[src/rtl/piso_pkg.sv]
// rtl/piso_pkg.sv - shared state encoding and width helper for the piso transmitter
package piso_pkg;

    typedef enum logic {
        ST_IDLE  = 1'b0,
        ST_SHIFT = 1'b1
    } state_t;

    function automatic int clog2(input int value);
        int r;
        for (r = 0; (1 << r) < value; r++) begin
        end
        return r;
    endfunction

endpackage

[src/rtl/piso_shreg.sv]
// rtl/piso_shreg.sv - loadable zero-fill shift register presenting one serial bit
module piso_shreg #(
    parameter int WIDTH     = 4,
    parameter bit MSB_FIRST = 1'b1
) (
    input  logic             clk,
    input  logic             rst,
    input  logic             load,
    input  logic             shift,
    input  logic [WIDTH-1:0] din,
    output logic             sbit
);

    logic [WIDTH-1:0] q;

    // Zero fill means one extra shift after the last bit leaves the register clear.
    always_ff @(posedge clk) begin
        if (rst) begin
            q <= '0;
        end else if (load) begin
            q <= din;
        end else if (shift) begin
            if (MSB_FIRST) begin
                q <= {q[WIDTH-2:0], 1'b0};
            end else begin
                q <= {1'b0, q[WIDTH-1:1]};
            end
        end
    end

    assign sbit = MSB_FIRST ? q[WIDTH-1] : q[0];

endmodule

[src/rtl/piso_tx.sv]
// rtl/piso_tx.sv - parallel-in serial-out transmitter with gapless back-to-back words
module piso_tx
    import piso_pkg::*;
#(
    parameter int WIDTH     = 4,
    parameter bit MSB_FIRST = 1'b1
) (
    input  logic             clk,
    input  logic             rst,
    input  logic [WIDTH-1:0] din,
    input  logic             load_valid,
    output logic             load_ready,
    output logic             sout,
    output logic             sout_valid,
    output logic             done
);

    localparam int CW = clog2(WIDTH);

    state_t        state, next_state;
    logic [CW-1:0] cnt, next_cnt;
    logic          last;
    logic          accept;
    logic          shift;
    logic          in_shift;
    logic          sbit;

    assign last       = (state == ST_SHIFT) && (cnt == CW'(WIDTH - 1));
    assign load_ready = !rst && ((state == ST_IDLE) || last);
    assign accept     = load_valid && load_ready;
    assign shift      = (state == ST_SHIFT) && !accept;

    always_ff @(posedge clk) begin
        if (rst) begin
            state <= ST_IDLE;
            cnt   <= '0;
        end else begin
            state <= next_state;
            cnt   <= next_cnt;
        end
    end

    always_comb begin
        next_state = state;
        next_cnt   = cnt;
        case (state)
            ST_IDLE: begin
                if (accept) begin
                    next_state = ST_SHIFT;
                    next_cnt   = '0;
                end
            end
            ST_SHIFT: begin
                if (accept) begin
                    next_cnt = '0;
                end else if (last) begin
                    next_state = ST_IDLE;
                    next_cnt   = '0;
                end else begin
                    next_cnt = cnt + 1'b1;
                end
            end
            default: begin
                next_state = ST_IDLE;
                next_cnt   = '0;
            end
        endcase
    end

    piso_shreg #(
        .WIDTH     (WIDTH),
        .MSB_FIRST (MSB_FIRST)
    ) u_shreg (
        .clk   (clk),
        .rst   (rst),
        .load  (accept),
        .shift (shift),
        .din   (din),
        .sbit  (sbit)
    );

    // Outputs are forced low while reset is held, even before the reset edge lands.
    assign in_shift   = !rst && (state == ST_SHIFT);
    assign sout_valid = in_shift;
    assign sout       = in_shift && sbit;
    assign done       = in_shift && last;

endmodule

[config.mk]
export PLATFORM = sky130hd
export DESIGN_NAME = piso_tx
export DESIGN_NICKNAME = d
export VERILOG_FILES = /design/src/rtl/piso_pkg.sv /design/src/rtl/piso_shreg.sv /design/src/rtl/piso_tx.sv
export SDC_FILE = /design/constraint.sdc
export NUM_CORES = 1
export LEC_CHECK = 0
export BUFFER_PORTS_ARGS = -buffer_cell sky130_fd_sc_hd__buf_2
export CORE_AREA = 2 2 39 41
export CTS_BUF_LIST = sky130_fd_sc_hd__clkbuf_8
export CTS_CLUSTER_SIZE = 40
export DETAILED_ROUTE_END_ITERATION = 8
export DIE_AREA = 0 0 41 43
export GPL_ROUTABILITY_DRIVEN = 0
export SLEW_MARGIN = 0
export SYNTH_ARGS = -nofsm -noshare
export SYNTH_HDL_FRONTEND = slang
export SYNTH_SLANG_ARGS = --single-unit
[constraint.sdc]
create_clock -name clk -period 1.2 [get_ports clk]
set_input_delay 0.06 -clock clk [delete_from_list [all_inputs] [get_ports clk]]
set_output_delay 0.06 -clock clk [all_outputs]
set_load 0.02 [all_outputs]
==> run summary, run 1 <==
The synthesized-area fraction occupied by xor and xnor cells was 0; the total track usage was 0.111. The run gives -51.5 ps as the worst setup slack before clock tree synthesis. The tools report the area of the mapped netlist as 370 um^2. After detailed routing, the met3 layer carries 54 um of wire.

The logs give 1 for the setup violation total in the final timing report and 0.442 ps for the worst clock skew. The floorplan step set the die height to 43 um. The average cell area after synthesis works out to 9.26 um^2.

Summed over all layers, the routed wires come to 837 um. In the layout the commonest cells are sky130_fd_sc_hd__buf_2 (9), sky130_fd_sc_hd__nor2_1 (6), sky130_fd_sc_hd__inv_1 (5). The worst setup path is captured at a primary output.

The area of the core was 1380 um^2; the clock net sink count was 7. The first routing iteration left 0 violations. The internal power of the cells was 0.000534 W; the die extent in x was 41 um. The number of rows in the core area came out at 14. The multiplexer fraction of the synthesized cell area works out to 0.0270.

The run gives 0.833 GHz as the top achievable clock speed. The slowest stage cell on the critical path was sky130_fd_sc_hd__dfxtp_2. The tools report the filler cell count in the final layout as 148. By area the synthesized netlist is led by sky130_fd_sc_hd__dfxtp_1 (38%), sky130_fd_sc_hd__nor2_1 (7.1%), sky130_fd_sc_hd__a311oi_1 (7.1%), sky130_fd_sc_hd__nor2b_2 (7.1%), sky130_fd_sc_hd__a221oi_1 (4.7%). The transition at the pin with the smallest max-transition slack works out to 218 ps.

In the final routing, the length of wire on met1 measures 387 um. STA classifies the critical path startpoint as a flip-flop. Number of design rule violations left after detail routing: 0. The depth of the CTS H-tree is 1. After clock tree synthesis, the clock-pin slew on the worst setup and hold paths is 40 ps. The number of hold violations in the final report was 0.

The initial antenna violation count was 0. The highest layer touched by signal routing is met4. The proportion of layout cells with a drive suffix above 1 came out at 0.545. The adder and majority cell fraction of the synthesized area is 0.0338. The run gives 1 as the iteration count of the initial detailed-routing pass.

The tools report the sequential-to-total area share from yosys stat as 0.378. The run finished, with violations left. The switching portion of total power is 0.249, and the register-to-register setup slack is 110 ps.

The tools report the net count reported at finish as 64. For this run, the slowest stage of the critical path takes 330 ps. In this run the tool buffered the top-level ports with 10 buffer cells. Setup repair after global routing could not meet its margin everywhere. Post-route standard cell area excluding fillers: 546 um^2.

The relative contribution of combinational cells to total power is 0.163. The detail route stage leaves a number of antenna-violating nets equal to 0. The source of the worst hold timing path is din[2].

The power per standard cell area was 1300 nW/um^2. The smallest clock period supported by the final layout is computed as 1200 ps. The share of Yosys cell area claimed by the top area cell type came out at 0.378.

Met2 wire length: 387 um. The CTS root buffer was sky130_fd_sc_hd__clkbuf_8. Counting every net in the synthesized netlist gives 48.

The via count of the first global-routing pass was 277. Net switching power: 0.000177 W. Relative to the synthesized area, the layout overhead comes to 47.3%.

Data on the critical path arrives at its endpoint at 1140 ps. For the pin count of the biggest net entering global routing, the log shows 11. Counting flops and latches in the post-synthesis netlist gives 7. The library cell used most frequently in the layout, excluding fill and tap cells, is sky130_fd_sc_hd__buf_2. The multi-input combinational cells in the finished layout cover a total of 233 um^2. The run gives 1760 um^2 as the die area. The startpoint identified for the worst register-to-register timing path is cnt[0].

After synthesis, the largest family of logic cells by area is simple AND/OR/NAND/NOR gates. Across the VDD grid, the largest voltage drop is 0.000473 V. The number of maximum-capacitance constraint violations was 0; the data required time of the worst path was 1140 ps. In the final routed layout, each cell accounts on average for 11.8 um. Overflow left after global routing: 0. The final number of max-transition violations came out at 0. Along the worst path, the maximum fanout reaches 4. For hold timing, the worst endpoint is u_shreg.q[2].

The worst hold path passes through 3 cells. The logs give 0.854 for the worst relative slew slack and 146 um^2 for the area taken by flip-flops and latches. The routed layout has 329 vias. Measured in cells, the most critical reg-to-reg path has a length of 4. After detailed placement, the total cell area comes to 443 um^2. The cell type with the highest aggregate area in the netlist was sky130_fd_sc_hd__dfxtp_1. The effective utilization at floorplan is 0.268. The reg-to-reg critical path endpoint was u_shreg.q[2]. The checks that failed: setup timing.

Walking the worst path, the cells encountered are ha_4 > and2b_4 > nor2_2 > buf_6. The power share of the sequential group was 0.375. The via density per instance was 4.63. The clock latency at the later pin of the worst-skew pair came out at 230 ps. TritonCTS created 3 clock buffers.

TritonCTS built the clock tree. The post-route fraction of the period consumed by the critical path was 1.00. The setup path with the least slack is of type flip-flop to primary output.

The diode insertion count for antenna repair was 0; the detailed placer's ending HPWL was 527 um. The count of cell types in the netlist was 19; the compound-gate portion of the synthesized area was 0.209. The fraction of the mapped netlist area in simple logic gates was 0.257; the leakage power of the design was 0.242 nW.

The number of buffers inserted for hold repair after clock tree synthesis is 0. The worst hold path belongs to the class input port to flip-flop. The number of warning messages in the yosys log was 0; the gate count after technology mapping was 40. The clock share of power came out at 0.462. The first global-routing pass estimated 1210 um of wire.

The final worst-path setup slack was -0.413 ps; the maximum buffer depth of the clock tree was 2. Pin placement for this block handled 11 I/O pins.
## cell families (layout without fill, tap and decap cells)
group                      Yosys count  after routing
and+or+nand+nor                     16             16
AOI/OAI and AO/OA                    8              8
DFF                                  7              7
buffers and inverters                7             22
adders and majority gates            1              1
muxes                                1              1
## Yosys cell counts (all sizes together)
master  instances
a221oi          3
a311oi          3
a32oi           1
and2            2
and2b           2
buf             2
clkbuf          1
dfxtp           7
ha              1
inv             4
mux2i           1
nand2           1
nand2b          1
nor2            7
nor2b           3
o32a            1
## metrics by stage
step,hold WS [ps],TNS [ps],instances,power (W),utilization
finish,95.7,-0.413,71,0.000710,0.394
global route,115,-38.8,71,0.000746,0.394
CTS,90.7,-31.8,70,0.000704,0.366
detailed placement,332,-122,66,0.000364,0.320
global placement,336,-23.2,66,0.000363,0.320
floorplan,219,0,40,0.000336,-
## routing by layer
layer  vias up  global-route usage
li1        168                   -
met4         0               0.120
met5         -                   0
met3         2              0.0524
met1       151               0.129
met2         8               0.134
## registers in the layout, indices dropped and copies added (netlist names)
register	flops
u_shreg.q	4
cnt	2
state	1
## critical path, delay by kind of cell, from the launching register on
family	cells	cell delay [ps]
buf+inv	1	130
fa+ha+maj	1	160
simple gates	2	290
flops	1	330
## power groups by stage
stage	Combinational [W]	Sequential [W]	Clock, W
floorplan	0.0000751	0.000261	0
global placement	0.0000974	0.000265	0
detailed placement	0.0000981	0.000266	0
CTS	0.000102	0.000265	0.000336
global route	0.000127	0.000268	0.000350
finish	0.000116	0.000266	0.000328
## layout make-up
cell class / count / share of cell area
multi-input cells: 26 / 0.427
flip-flops and latches: 7 / 0.268
repair buffers: 14 / 0.158
clock buffers: 3 / 0.0757
well taps: 16 / 0.0367
inverters: 4 / 0.0275
clock inverters: 1 / 0.00688
## repair_timing
action / 4_1_cts / 5_1_grt
setup endpoints to repair: 7 / 6
buffers inserted: 0 / 1
gates resized for setup: 6 / 7
pin swaps: 1 / 0
## how the worst max path moves through the flow
| stage | from | end | slack (ps) |
|---|---|---|---|
| 4_1_cts | cnt[1] | load_ready | -30 |
| 5_1_grt | cnt[1] | load_ready | -40 |
| 3_5_place_dp | cnt[0] | u_shreg.q[2] | -50 |
| 6_report | cnt[0] | load_ready | -0.4 |
| 3_3_place_gp | cnt[0] | u_shreg.q[2] | -20 |
| 2_1_floorplan | cnt[0] | u_shreg.q[2] | 30 |
Note: power is estimated with default switching activity, not from simulation.
==> inputs of run 2 (changes only) <==
- BUFFER_PORTS_ARGS: -buffer_cell sky130_fd_sc_hd__buf_2 -> -buffer_cell sky130_fd_sc_hd__clkbuf_2
==> run 2 against run 1 <==
The flow now finishes without violations; sequential power hardly changed; non-clock buffer count unchanged; critical path depth unchanged; routed wire length down 11%; clock power fell by 2%; flip-flop and latch count did not move; core utilization fell by 0.36 points; power down 2.2%; via count up 0.91%; first-iteration DRC count rose by 3; global-route usage is 0.78 points lower.
==> run summary, run 2 (synthesis results as in run 1) <==
The total track usage was 0.104. The transition at the pin with the smallest max-transition slack was 220 ps; the height of the die was 43 um. The tools report the filler cell count in the final layout as 146. The run gives 230 ps as the clock latency at the later pin of the worst-skew pair. After detailed placement, the design holds a cell count of 65. STA puts the critical path data arrival time at 1140 ps. For the worst setup path, the data required time is 1140 ps. Setup repair after global routing could not meet its margin everywhere. The library cell used most frequently in the layout, excluding fill and tap cells, is sky130_fd_sc_hd__clkbuf_2. Summed over all layers, the routed wires come to 746 um. Walking the worst path, the cells encountered are ha_4 > and2b_4 > nor2_2 > buf_6. In the layout the commonest cells are sky130_fd_sc_hd__clkbuf_2 (8), sky130_fd_sc_hd__nor2_1 (6), sky130_fd_sc_hd__inv_1 (5). Slowest stage cell on the critical path: sky130_fd_sc_hd__dfxtp_2. From synthesis to final layout, the design area changed by 45.9%.

The iteration count of the initial detailed-routing pass is 4. The clock period could shrink to 1200 ps. Of all nets on the critical path, the largest fanout is 3. The post-route fraction of the period consumed by the critical path works out to 0.997. VDD sags by at most 0.000364 V. The number of design rule violations left after detail routing was 0; the power share of the sequential group was 0.381. The critical path is of the flip-flop to primary output type. The register with the most flip-flops in the layout has 4 of them. The maximum single-stage delay on the critical path came out at 330 ps. For the maximum buffer depth of the clock tree, the log shows 2. The setup check on the worst reg-to-reg path leaves a slack of 100 ps. The largest registers in the layout are u_shreg.q x4, cnt x2, state x1. For the effective utilization at floorplan, the log shows 0.268.

The area taken by flip-flops and latches is 146 um^2. The net switching power is 0.000166 W. The run gives 0 as the number of hold violations in the final report. The via density per instance is 4.68. From left edge to right edge, the die measures 41 um.

The logs give 0.157 for the relative contribution of combinational cells to total power and 267 for the via count of the first global-routing pass. The die covers 1760 um^2. Once detailed placement completed, the half-perimeter wirelength came to 516 um. The logs give 221 um^2 for the footprint of the multi-input gates and 1380 um^2 for the area of the core.

The number of hold buffers added after CTS was 0. The floorplan has 14 rows. Worst setup slack before clock tree synthesis: -43.2 ps.

Setup violations remaining at the end of the flow were counted as 0. The run finished with clean final reports. The repair_antennas step left the layout with diodes totalling 0. Summing over every cut layer, the via total after detailed routing is 332.

On the final layout, the worst hold slack is 86.0 ps. After detailed placement, the total cell area comes to 435 um^2. The tools report the clock share of power as 0.462. Clock tree synthesis found a total of 7 sinks. The proportion of layout cells with a drive suffix above 1 was 0.527. Between clock sinks in the finished design, the worst skew comes to 1.24 ps. The logs give 0 for the initial antenna violation count and 0.238 nW for the leakage power of the design. TritonCTS built the clock tree. The worst hold path belongs to the class input port to flip-flop. The tools report the worst relative slew slack as 0.853.

In the post-route analysis, the smallest setup slack over all paths is 3.34 ps. The count of input and output buffers was 10; the top-level I/O count was 11. Entering global routing, the biggest net connects 11 pins. The worst setup path is launched from a flip-flop. After routing the design area is 541 um^2.

After clock tree synthesis, the clock-pin slew on the worst setup and hold paths is 40 ps. For the final number of max-transition violations, the log shows 0. Derived from the worst setup path, the maximum achievable clock frequency is 0.836 GHz. The power per standard cell area was 1290 nW/um^2; the post-route non-filler standard cell count was 71. The tools report the sort of element at the end of the critical path as a primary output. The count of nets left with antenna violations once routing finished came out at 0.

For the net count reported at finish, the log shows 64. Counting the buffers created by CTS gives 3. Summing internal, switching and leakage power gives 0.000695 W. The register with the most flip-flops is u_shreg.q.

The internal power of the cells came out at 0.000529 W. The root buffer cell chosen for the clock tree is sky130_fd_sc_hd__clkbuf_8. The depth of the CTS H-tree is 1, and the DRC violation total after the first TritonRoute iteration is 3. The mean routed wirelength per cell came out at 10.5 um. The first global-routing pass estimated 1120 um of wire.

The switching portion of total power is 0.238, and the number of maximum-capacitance constraint violations is 0. Global routing finished with a remaining overflow of 0.
run 2: changes by cell type in the layout (fill, tap and decap cells not counted), sizes merged:
| cell | delta |
|---|---|
| buf | -8 |
| clkbuf | +8 |
run 2: layout make-up:
cell class	instances	area share
timing repair buffer	14	0.171
multi-input combinational	26	0.410
clock inverter	1	0.00694
clock buffer	3	0.0764
tap	16	0.0370
sequential	7	0.271
inverter	4	0.0278
run 2: worst paths after layout:
check	from	cells past startpoint	endpoint
max	cnt[0]	4	load_ready
min	din[2]	3	u_shreg.q[2]
max reg2reg	cnt[0]	4	u_shreg.q[2]
min reg2reg	u_shreg.q[0]	2	u_shreg.q[0]
run 2: worst max-delay path: cells and delay by family, from the launching register on:
family,cells,cell delay [ps]
flip-flops,1,330
buffers and inverters,1,130
adder cells (fa/ha/maj),1,160
AND/OR/NAND/NOR,2,290
run 2: power groups by stage:
| stage | clock network, W | logic [W] | registers (W) |
|---|---|---|---|
| global route | 0.000355 | 0.000120 | 0.000266 |
| finish | 0.000321 | 0.000109 | 0.000265 |
| floorplan | 0 | 0.0000751 | 0.000261 |
| detailed placement | 0 | 0.0000952 | 0.000265 |
| CTS | 0.000338 | 0.0000978 | 0.000264 |
| global placement | 0 | 0.0000951 | 0.000265 |
run 2: metrics by stage:
step / utilization / setup TNS, ps
after global placement: 0.315 / -28.8
after floorplan: - / 0
after global routing: 0.391 / -35.6
final: 0.391 / 0
after CTS: 0.366 / -28.5
after detailed placement: 0.315 / -82.7
run 2: repair_timing:
item	4_1_cts	5_1_grt
pin swaps	1	1
cloned	0	0
setup buffers	1	1
gates resized for setup	6	9
setup endpoints to repair	6	6
run 2: layer usage:
layer  GRT usage  vias up  share of wire
met3      0.0471        2          0.058
met2       0.109        8           0.44
met4       0.120        0          0.016
met5           0        -              0
met1       0.133      153           0.48
li1            -      169              -
